$ cat src/rtl/fu_seq_pkg.sv
// ============================================================================
//  Module   : fu_seq_pkg
//  Purpose  : Shared types and constants for the function-unit sequencer.
//  Revision : 1.0 - initial release
// ============================================================================
`default_nettype none

package fu_seq_pkg;

   localparam int FSEL_W = 4;
   localparam int RPT_W  = 3;

   // Function-select groups, taken from the two most significant select bits
   localparam logic [1:0] AU0   = 2'b00;
   localparam logic [1:0] AU1   = 2'b01;
   localparam logic [1:0] LOGIC = 2'b10;
   localparam logic [1:0] SHIFT = 2'b11;

   typedef enum logic [1:0] {
      IDLE = 2'd0,
      READ = 2'd1,
      EXEC = 2'd2,
      WB   = 2'd3
   } state_t;

   function automatic logic [1:0] fsel_group(input logic [FSEL_W-1:0] fsel);
      return fsel[FSEL_W-1 -: 2];
   endfunction

endpackage

`default_nettype wire

$ cat src/rtl/fu_sequencer_if.sv
// ============================================================================
//  Module   : fu_seq_if
//  Purpose  : Command, load, debug-read and function-unit signals of the sequencer.
//  Revision : 1.0 - initial release
// ============================================================================
`default_nettype none

interface fu_seq_if #(
   parameter int WIDTH  = 8,
   parameter int REG_AW = 2
);
   import fu_seq_pkg::*;

   logic                 cmd_valid;
   logic                 cmd_ready;
   logic [FSEL_W-1:0]    cmd_fsel;
   logic [REG_AW-1:0]    cmd_dst;
   logic [REG_AW-1:0]    cmd_srca;
   logic [REG_AW-1:0]    cmd_srcb;
   logic [RPT_W-1:0]     cmd_rpt;

   logic                 load_en;
   logic [REG_AW-1:0]    load_addr;
   logic [WIDTH-1:0]     load_data;

   logic [REG_AW-1:0]    rd_addr;
   logic [WIDTH-1:0]     rd_data;

   logic [FSEL_W-1:0]    fu_sel;
   logic [WIDTH-1:0]     fu_a;
   logic [WIDTH-1:0]     fu_b;
   logic [WIDTH-1:0]     fu_out;
   logic                 fu_v;
   logic                 fu_c;
   logic                 fu_n;
   logic                 fu_z;

   logic                 done;
   logic [WIDTH-1:0]     result;
   logic [3:0]           status;

   // Master issues commands and implements the function unit
   modport master (
      output cmd_valid, cmd_fsel, cmd_dst, cmd_srca, cmd_srcb, cmd_rpt,
      output load_en, load_addr, load_data, rd_addr,
      output fu_out, fu_v, fu_c, fu_n, fu_z,
      input  cmd_ready, rd_data, fu_sel, fu_a, fu_b, done, result, status
   );

   modport slave (
      input  cmd_valid, cmd_fsel, cmd_dst, cmd_srca, cmd_srcb, cmd_rpt,
      input  load_en, load_addr, load_data, rd_addr,
      input  fu_out, fu_v, fu_c, fu_n, fu_z,
      output cmd_ready, rd_data, fu_sel, fu_a, fu_b, done, result, status
   );

endinterface

`default_nettype wire

$ cat src/rtl/fu_seq_regfile.sv
// ============================================================================
//  Module   : fu_seq_regfile
//  Purpose  : Operand register file, one write port and three async read ports.
//  Revision : 1.0 - initial release
// ============================================================================
`default_nettype none

module fu_seq_regfile #(
   parameter int WIDTH  = 8,
   parameter int REG_AW = 2
) (
   input  logic              clk,
   input  logic              rst_n,
   input  logic              we,
   input  logic [REG_AW-1:0] waddr,
   input  logic [WIDTH-1:0]  wdata,
   input  logic [REG_AW-1:0] ra_addr,
   output logic [WIDTH-1:0]  ra_data,
   input  logic [REG_AW-1:0] rb_addr,
   output logic [WIDTH-1:0]  rb_data,
   input  logic [REG_AW-1:0] rd_addr,
   output logic [WIDTH-1:0]  rd_data
);

   localparam int DEPTH = 2 ** REG_AW;

   logic [WIDTH-1:0] r_mem [DEPTH];

   always_ff @(posedge clk or negedge rst_n) begin
      if (!rst_n) begin
         for (int i = 0; i < DEPTH; i++) begin
            r_mem[i] <= '0;
         end
      end else if (we) begin
         r_mem[waddr] <= wdata;
      end
   end

   assign ra_data = r_mem[ra_addr];
   assign rb_data = r_mem[rb_addr];
   assign rd_data = r_mem[rd_addr];

endmodule

`default_nettype wire

$ cat src/rtl/fu_sequencer.sv
// ============================================================================
//  Module   : fu_sequencer
//  Purpose  : Multi-cycle READ/EXEC/WB controller for the 8-bit function unit.
//             Optional feature macro: FU_SEQ_STATUS_EN (V/C/N/Z status latch).
//  Revision : 1.0 - initial release
// ============================================================================
`default_nettype none

module fu_sequencer
   import fu_seq_pkg::*;
#(
   parameter int WIDTH  = 8,
   parameter int REG_AW = 2
) (
   input  logic     clk,
   input  logic     rst_n,
   fu_seq_if.slave  bus
);

   state_t             r_state;
   state_t             w_next;

   logic [FSEL_W-1:0]  r_fsel;
   logic [REG_AW-1:0]  r_dst;
   logic [REG_AW-1:0]  r_srca;
   logic [REG_AW-1:0]  r_srcb;
   logic [RPT_W-1:0]   r_cnt;

   logic [FSEL_W-1:0]  r_fu_sel;
   logic [WIDTH-1:0]   r_fu_a;
   logic [WIDTH-1:0]   r_fu_b;
   logic [WIDTH-1:0]   r_result;

   logic               w_ready;
   logic               w_done;
   logic               w_accept;
   logic               w_we;
   logic [REG_AW-1:0]  w_waddr;
   logic [WIDTH-1:0]   w_wdata;
   logic [WIDTH-1:0]   w_ra_data;
   logic [WIDTH-1:0]   w_rb_data;

   always_ff @(posedge clk or negedge rst_n) begin
      if (!rst_n) begin
         r_state <= IDLE;
      end else begin
         r_state <= w_next;
      end
   end

   // Write port: direct loads only while idle, writeback owns it in WB
   always_comb begin
      w_next  = r_state;
      w_ready = 1'b0;
      w_done  = 1'b0;
      w_we    = 1'b0;
      w_waddr = bus.load_addr;
      w_wdata = bus.load_data;
      case (r_state)
         IDLE: begin
            w_ready = 1'b1;
            w_we    = bus.load_en;
            if (bus.cmd_valid) begin
               w_next = READ;
            end
         end
         READ: w_next = EXEC;
         EXEC: w_next = WB;
         WB: begin
            w_we    = 1'b1;
            w_waddr = r_dst;
            w_wdata = r_result;
            if (r_cnt == '0) begin
               w_done = 1'b1;
               w_next = IDLE;
            end else begin
               w_next = READ;
            end
         end
         default: w_next = IDLE;
      endcase
   end

   assign w_accept = w_ready & bus.cmd_valid;

   always_ff @(posedge clk or negedge rst_n) begin
      if (!rst_n) begin
         r_fsel   <= '0;
         r_dst    <= '0;
         r_srca   <= '0;
         r_srcb   <= '0;
         r_cnt    <= '0;
         r_fu_sel <= '0;
         r_fu_a   <= '0;
         r_fu_b   <= '0;
         r_result <= '0;
      end else begin
         if (w_accept) begin
            r_fsel <= bus.cmd_fsel;
            r_dst  <= bus.cmd_dst;
            r_srca <= bus.cmd_srca;
            r_srcb <= bus.cmd_srcb;
            r_cnt  <= bus.cmd_rpt;
         end
         if (r_state == READ) begin
            r_fu_sel <= r_fsel;
            r_fu_a   <= w_ra_data;
            r_fu_b   <= w_rb_data;
         end
         if (r_state == EXEC) begin
            r_result <= bus.fu_out;
         end
         if (r_state == WB && r_cnt != '0) begin
            r_cnt <= r_cnt - RPT_W'(1);
         end
      end
   end

`ifdef FU_SEQ_STATUS_EN
   logic [3:0] r_flags;

   always_ff @(posedge clk or negedge rst_n) begin
      if (!rst_n) begin
         r_flags <= '0;
      end else if (r_state == EXEC) begin
         r_flags <= {bus.fu_v, bus.fu_c, bus.fu_n, bus.fu_z};
      end
   end

   assign bus.status = r_flags;
`else
   logic w_unused_flags;
   assign w_unused_flags = ^{bus.fu_v, bus.fu_c, bus.fu_n, bus.fu_z};
   assign bus.status     = 4'b0000;
`endif

   fu_seq_regfile #(
      .WIDTH  (WIDTH),
      .REG_AW (REG_AW)
   ) u_regfile (
      .clk     (clk),
      .rst_n   (rst_n),
      .we      (w_we),
      .waddr   (w_waddr),
      .wdata   (w_wdata),
      .ra_addr (r_srca),
      .ra_data (w_ra_data),
      .rb_addr (r_srcb),
      .rb_data (w_rb_data),
      .rd_addr (bus.rd_addr),
      .rd_data (bus.rd_data)
   );

   assign bus.cmd_ready = w_ready;
   assign bus.done      = w_done;
   assign bus.fu_sel    = r_fu_sel;
   assign bus.fu_a      = r_fu_a;
   assign bus.fu_b      = r_fu_b;
   assign bus.result    = r_result;

endmodule

`default_nettype wire

$ cat src/flat_wrapper.sv
// flat-port wrapper written by rule: the top's interface ports become plain ports
module fu_sequencer_flat import fu_seq_pkg::*;
#(
   parameter int WIDTH  = 8,
   parameter int REG_AW = 2
)
  (clk, rst_n, bus_cmd_valid, bus_cmd_fsel, bus_cmd_dst, bus_cmd_srca, bus_cmd_srcb, bus_cmd_rpt, bus_load_en, bus_load_addr, bus_load_data, bus_rd_addr, bus_fu_out, bus_fu_v, bus_fu_c, bus_fu_n, bus_fu_z, bus_cmd_ready, bus_rd_data, bus_fu_sel, bus_fu_a, bus_fu_b, bus_done, bus_result, bus_status);
  fu_seq_if #(.WIDTH(WIDTH), .REG_AW(REG_AW)) bus_i ();
  input  logic clk;
  input  logic rst_n;
  input wire logic [$bits(bus_i.cmd_valid)-1:0] bus_cmd_valid;
  input wire logic [$bits(bus_i.cmd_fsel)-1:0] bus_cmd_fsel;
  input wire logic [$bits(bus_i.cmd_dst)-1:0] bus_cmd_dst;
  input wire logic [$bits(bus_i.cmd_srca)-1:0] bus_cmd_srca;
  input wire logic [$bits(bus_i.cmd_srcb)-1:0] bus_cmd_srcb;
  input wire logic [$bits(bus_i.cmd_rpt)-1:0] bus_cmd_rpt;
  input wire logic [$bits(bus_i.load_en)-1:0] bus_load_en;
  input wire logic [$bits(bus_i.load_addr)-1:0] bus_load_addr;
  input wire logic [$bits(bus_i.load_data)-1:0] bus_load_data;
  input wire logic [$bits(bus_i.rd_addr)-1:0] bus_rd_addr;
  input wire logic [$bits(bus_i.fu_out)-1:0] bus_fu_out;
  input wire logic [$bits(bus_i.fu_v)-1:0] bus_fu_v;
  input wire logic [$bits(bus_i.fu_c)-1:0] bus_fu_c;
  input wire logic [$bits(bus_i.fu_n)-1:0] bus_fu_n;
  input wire logic [$bits(bus_i.fu_z)-1:0] bus_fu_z;
  output wire logic [$bits(bus_i.cmd_ready)-1:0] bus_cmd_ready;
  output wire logic [$bits(bus_i.rd_data)-1:0] bus_rd_data;
  output wire logic [$bits(bus_i.fu_sel)-1:0] bus_fu_sel;
  output wire logic [$bits(bus_i.fu_a)-1:0] bus_fu_a;
  output wire logic [$bits(bus_i.fu_b)-1:0] bus_fu_b;
  output wire logic [$bits(bus_i.done)-1:0] bus_done;
  output wire logic [$bits(bus_i.result)-1:0] bus_result;
  output wire logic [$bits(bus_i.status)-1:0] bus_status;
  assign bus_i.cmd_valid = bus_cmd_valid;
  assign bus_i.cmd_fsel = bus_cmd_fsel;
  assign bus_i.cmd_dst = bus_cmd_dst;
  assign bus_i.cmd_srca = bus_cmd_srca;
  assign bus_i.cmd_srcb = bus_cmd_srcb;
  assign bus_i.cmd_rpt = bus_cmd_rpt;
  assign bus_i.load_en = bus_load_en;
  assign bus_i.load_addr = bus_load_addr;
  assign bus_i.load_data = bus_load_data;
  assign bus_i.rd_addr = bus_rd_addr;
  assign bus_i.fu_out = bus_fu_out;
  assign bus_i.fu_v = bus_fu_v;
  assign bus_i.fu_c = bus_fu_c;
  assign bus_i.fu_n = bus_fu_n;
  assign bus_i.fu_z = bus_fu_z;
  assign bus_cmd_ready = bus_i.cmd_ready;
  assign bus_rd_data = bus_i.rd_data;
  assign bus_fu_sel = bus_i.fu_sel;
  assign bus_fu_a = bus_i.fu_a;
  assign bus_fu_b = bus_i.fu_b;
  assign bus_done = bus_i.done;
  assign bus_result = bus_i.result;
  assign bus_status = bus_i.status;
  fu_sequencer #(.WIDTH(WIDTH), .REG_AW(REG_AW)) u_core (.clk(clk), .rst_n(rst_n), .bus(bus_i));
endmodule
$ cat config.mk
export PLATFORM = sky130hd
export DESIGN_NAME = fu_sequencer_flat
export DESIGN_NICKNAME = d
export VERILOG_FILES = /design/src/rtl/fu_seq_pkg.sv /design/src/rtl/fu_sequencer_if.sv /design/src/rtl/fu_seq_regfile.sv /design/src/rtl/fu_sequencer.sv /design/src/flat_wrapper.sv
export SDC_FILE = /design/constraint.sdc
export NUM_CORES = 1
export LEC_CHECK = 0
export ABC_AREA = 1
export CORE_UTILIZATION = 25
export CTS_CLUSTER_SIZE = 24
export DETAILED_ROUTE_END_ITERATION = 12
export GPL_TIMING_DRIVEN = 0
export PLACE_DENSITY_LB_ADDON = 0.2
export SLEW_MARGIN = 20
export SYNTH_ARGS = -nofsm -noshare
export SYNTH_HDL_FRONTEND = slang
export SYNTH_SLANG_ARGS = --single-unit
$ cat constraint.sdc
create_clock -name clk -period 4.3 [get_ports clk]
set_input_delay 0.43 -clock clk [delete_from_list [all_inputs] [get_ports clk]]
set_output_delay 0.43 -clock clk [all_outputs]
set_load 0.01 [all_outputs]
Word-level counts from Yosys, hierarchy flattened:

Index checks and enable logic that the tools add are counted.

* bits in registers: 75
* bits of input ports: 41
* word-level logic and storage cells: 58

* $add $sub $neg: 1
* order comparisons: 5
* equality and inequality tests: 4
* muxes and demuxes: 23
* bitwise gates (word level): 5
* reductions and logical operators: 6

Operators with widths (count)
* $mux W8: 8
* $bmux W8 S2: 3
* $bwmux W32: 1
* $demux W8 S2: 1
* $ge A3 B3 Y1 const B: 4
* $not A2 Y3: 4
* $pmux W2 S4: 1
* $mux W3: 2
* $eq A2 B2 Y1 const B: 2
* $mux W1: 4
* $mux W2: 2
* $logic_not A3 Y1: 1
* $lt A3 B1 Y1 const B: 1
* $reduce_bool A3 Y1: 1
* $sub A3 B1 Y3 const B: 1
* $eq A2 B1 Y1 const B: 1
* $logic_and A1 B1 Y1: 2
* $logic_not A2 Y1: 1
* $ne A2 B2 Y1 const B: 1
* $pmux W1 S2: 1
* $reduce_bool A2 Y1: 1
* $and A1 B1 Y1: 1

Logic depth before layout (Yosys ltp):

* depth after elaboration: 8
* mapped depth: 9
* mapped depth without buffers: 9

By module:

From an unflattened synthesis, not the netlist that was laid out.

* cells, all modules: 560
* area total of the unflattened synthesis: 4269.1 um^2

Modules (own cells, without submodules)
* fu_seq_regfile: instances 1, cells an instance 359, area each 2311.0 um^2, sequential area each 800.8 um^2
* fu_sequencer: instances 1, cells an instance 201, area each 1958.1 um^2, sequential area each 1076.0 um^2

Worst setup path before layout:

OpenSTA, ideal clock, no wires.

* path type: input port to output port
* start point: input bus_rd_addr[0]
* end point: output bus_rd_data[5]
* data arrival time: 1.113 ns
* data required time: 3.870 ns
* path slack: 2.757 ns
* cell stages on the path: 4
* cell sequence: inv_1 -> clkbuf_1 -> o21ai_0 -> o22ai_1

* cells in the longest elaborated chain, start to end: 4

Ends and longest elaborated chain
* start, declared: line flat_wrapper.sv:20 `input wire logic [$bits(bus_i.rd_addr)-1:0] bus_rd_addr;`
* $not A2 Y3 (implied by the code): line fu_seq_regfile.sv:41 `assign rd_data = r_mem[rd_addr];`
* $bmux W8 S2: line fu_seq_regfile.sv:41
* $mux W8 (implied by the code) (2 in a row): line fu_seq_regfile.sv:41
* end, declared: line flat_wrapper.sv:27 `output wire logic [$bits(bus_i.rd_data)-1:0] bus_rd_data;`

Every way passes these cells. The select of a mux whose other input is x is not followed.

Final worst setup path:

* start point: input bus_rd_addr[0]
* end point: output bus_rd_data[1]

The elaborated chain is that of the path after synthesis.

==> results.txt <==
Status -> complete, no violations
WS Path Type -> in2out
Core area -> 0.0166 sq mm
Final Instance Area -> 0.00558 sq mm
Async set-reset flop share out of synthesis -> 1.00
Syn Inst Count -> 587
Layout cell share with drive strength beyond 1 -> 0.0766
Seq/Total Area, Yosys -> 0.441
Pin count of the biggest net entering global routing -> 42
Worst slew pin tran -> 608 ps
Slew headroom -> 0.591
Drt first pass iters -> 7
Final setup vio count -> 0
Overall Power -> 4240 uW
Final Hold Fails -> 0
Hold Buf Count CTS -> 0
Global route overflow -> 0
FF+latch area -> 0.00188 sq mm
DP Wirelength -> 9.73 mm
Initial Utilization -> 0.256
Worst-path clk slew -> 60 ps
Post-CTS Setup Repair Bufs -> 0
Worst Path Required -> 3870 ps
Synth warnings -> 0
Clock skew -> 5.79 ps
CTS tree -> done
Synth Cell Area -> 0.00425 sq mm
Total CTS buffers -> 9
CTS H-tree lvls -> 3
Max Cap Viol -> 0
RSZ-0062 raised after global routing -> false
Top_reg_cell synth -> dfrtp_1
Area of the multi-input gates -> 0.00198 sq mm
Routed via count -> 4,004
Skew-Pair Late Insertion Delay -> 340 ps
Nature of the critical path startpoint -> input pin
Final RePlAce weighted congestion -> 0.875
Fillers -> 1,794
EDFF count, synth -> 0
Layout area overhead -> 31.2%
Ports -> 83
Final Cycle Share -> 0.717
Post-route ant nets -> 0
Syn Area/Cell -> 7.24 sq um
CTS root buf -> clkbuf_16
# DRC -> 0
Max Freq -> 0.324 GHz
Placed cell area -> 0.00530 sq mm
Die Area -> 0.0175 sq mm
Fin cells -> 899
Unique masters post-synth -> 28
Iteration-0 DRC Markers -> 290
Pleak -> 0.00288 uW
CTS sink count -> 75
Diodes inserted -> 0
Worst hold path class -> in2async
Post-layout min period -> 3080 ps
Synth Register Bits -> 75
Inst Count DP -> 885
Vias in the first global route -> 3,985
Post-Route WL -> 12.2 mm
Worst EP arrival -> 2650 ps
Initial antenna violation count -> 0
Worst VDD drop -> 0.000224 V
First-pass GRT wire length -> 20.1 mm
Total GRT Usage -> 0.148
Vias per cell -> 4.45
Crit path max fanout -> 10
Row count -> 47
DR WL/cell -> 13.5 microns
Port Buf Inserts -> 74
P per Cell Area -> 760 mW/mm^2
Nets -> 725
Final TNS setup -> 0 ps
Clock buffer depth -> 2
Die Wd -> 132 microns
Cts repair resizes -> 0
Worst Setup End Kind -> primary output
Die span in y -> 132 microns
Fin. max-slew vios -> 0
-- per-layer routing --
layer  track usage  part of all wire  up-vias
met1         0.195              0.46     1863
li1              -                 -     2003
met4        0.0562             0.020        0
met3        0.0280             0.049       17
met5             0                 0        -
met2         0.239              0.47      121
-- cells in the mapped netlist (8+ instances only) --
| cell | number | area [sq um] |
|---|---|---|
| nor2_1 | 19 | 71.3 |
| o21bai_1 | 8 | 60.1 |
| buf_4 | 9 | 67.6 |
| o22ai_1 | 8 | 50.1 |
| dfrtp_1 | 75 | 1880 |
| o21ai_0 | 34 | 170 |
| inv_1 | 59 | 221 |
| nand3_1 | 67 | 335 |
| nand2_1 | 249 | 935 |
| ha_1 | 8 | 100 |
-- cell usage in the layout, fill, tap and decap left out, types with 9 or more instances in the layout --
cell,instances
dfrtp_1,75
clkbuf_16,9
o21ai_0,34
inv_1,59
nor2_1,19
nand3_1,67
clkdlybuf4s50_1,73
nand2_1,249
buf_4,10
-- worst max-delay path, stage by stage --
cell and delay (ps):
clkdlybuf4s50_1 560, inv_1 230, clkbuf_1 390, nor2_1 80
o22ai_1 330, clkdlybuf4s50_1 630
-- logic make-up (layout without fill, tap and decap cells) --
kind of cell | count (synthesis) | count (layout) | share of synthesized area
AOI/OAI and AO/OA | 60 | 60 | 0.0798
other | 1 | 4 | 0.000882
xor gates and xnor gates | 1 | 1 | 0.00206
DFF | 75 | 75 | 0.441
and+or+nand+nor | 351 | 351 | 0.358
adders and majority gates | 8 | 8 | 0.0235
buffers and inverters | 91 | 180 | 0.0945
-- worst paths after layout --
path	slack, ps	startpoint	cells after the start	end
max reg2reg	2550	u_core.r_state[0]	8	u_core.u_regfile.r_mem[6]
max in group asynchronous	3670	rst_n	2	u_core.u_regfile.r_mem[31]
min in group clk	480	u_core.bus.fu_sel[2]	2	u_core.bus.fu_sel[2]
min	50	rst_n	1	u_core.r_cnt[2]
max	1220	bus_rd_addr[0]	6	bus_rd_data[1]
min reg2reg	480	u_core.bus.fu_sel[2]	2	u_core.bus.fu_sel[2]
-- area by class of cell --
cell class	count	area share
Sequential cell	75	0.336
Clock inverter	3	0.00718
Tap cell	220	0.0493
Timing Repair Buffer	75	0.136
Multi-Input combinational cell	424	0.356
Inverter	65	0.0442
Clock buffer	11	0.0435
Buffer	26	0.0278
-- state kept, by name, indices dropped and copies added (netlist names) --
signal	count
u_core.bus.fu_a	8
u_core.bus.fu_b	8
u_core.bus.fu_sel	4
u_core.bus.result	8
u_core.r_cnt	3
u_core.r_dst	2
u_core.r_fsel	4
u_core.r_srca	2
u_core.r_srcb	2
u_core.r_state	2
u_core.u_regfile.r_mem	32
-- power breakdown --
group | switching [uW] | internal, uW
registers | 226 | 1030
logic | 1390 | 865
clock network | 277 | 456
-- metrics by stage --
stage | utilization | setup slack [ps] | hold WS (ps)
global route | 0.336 | 1080 | 89.9
detailed placement | 0.319 | 1280 | 432
CTS | 0.336 | 1270 | 63.2
global placement | 0.318 | 108 | 465
floorplan | - | 2760 | 134
finish | 0.336 | 1220 | 53.0
(Power assumes the default switching activity.)
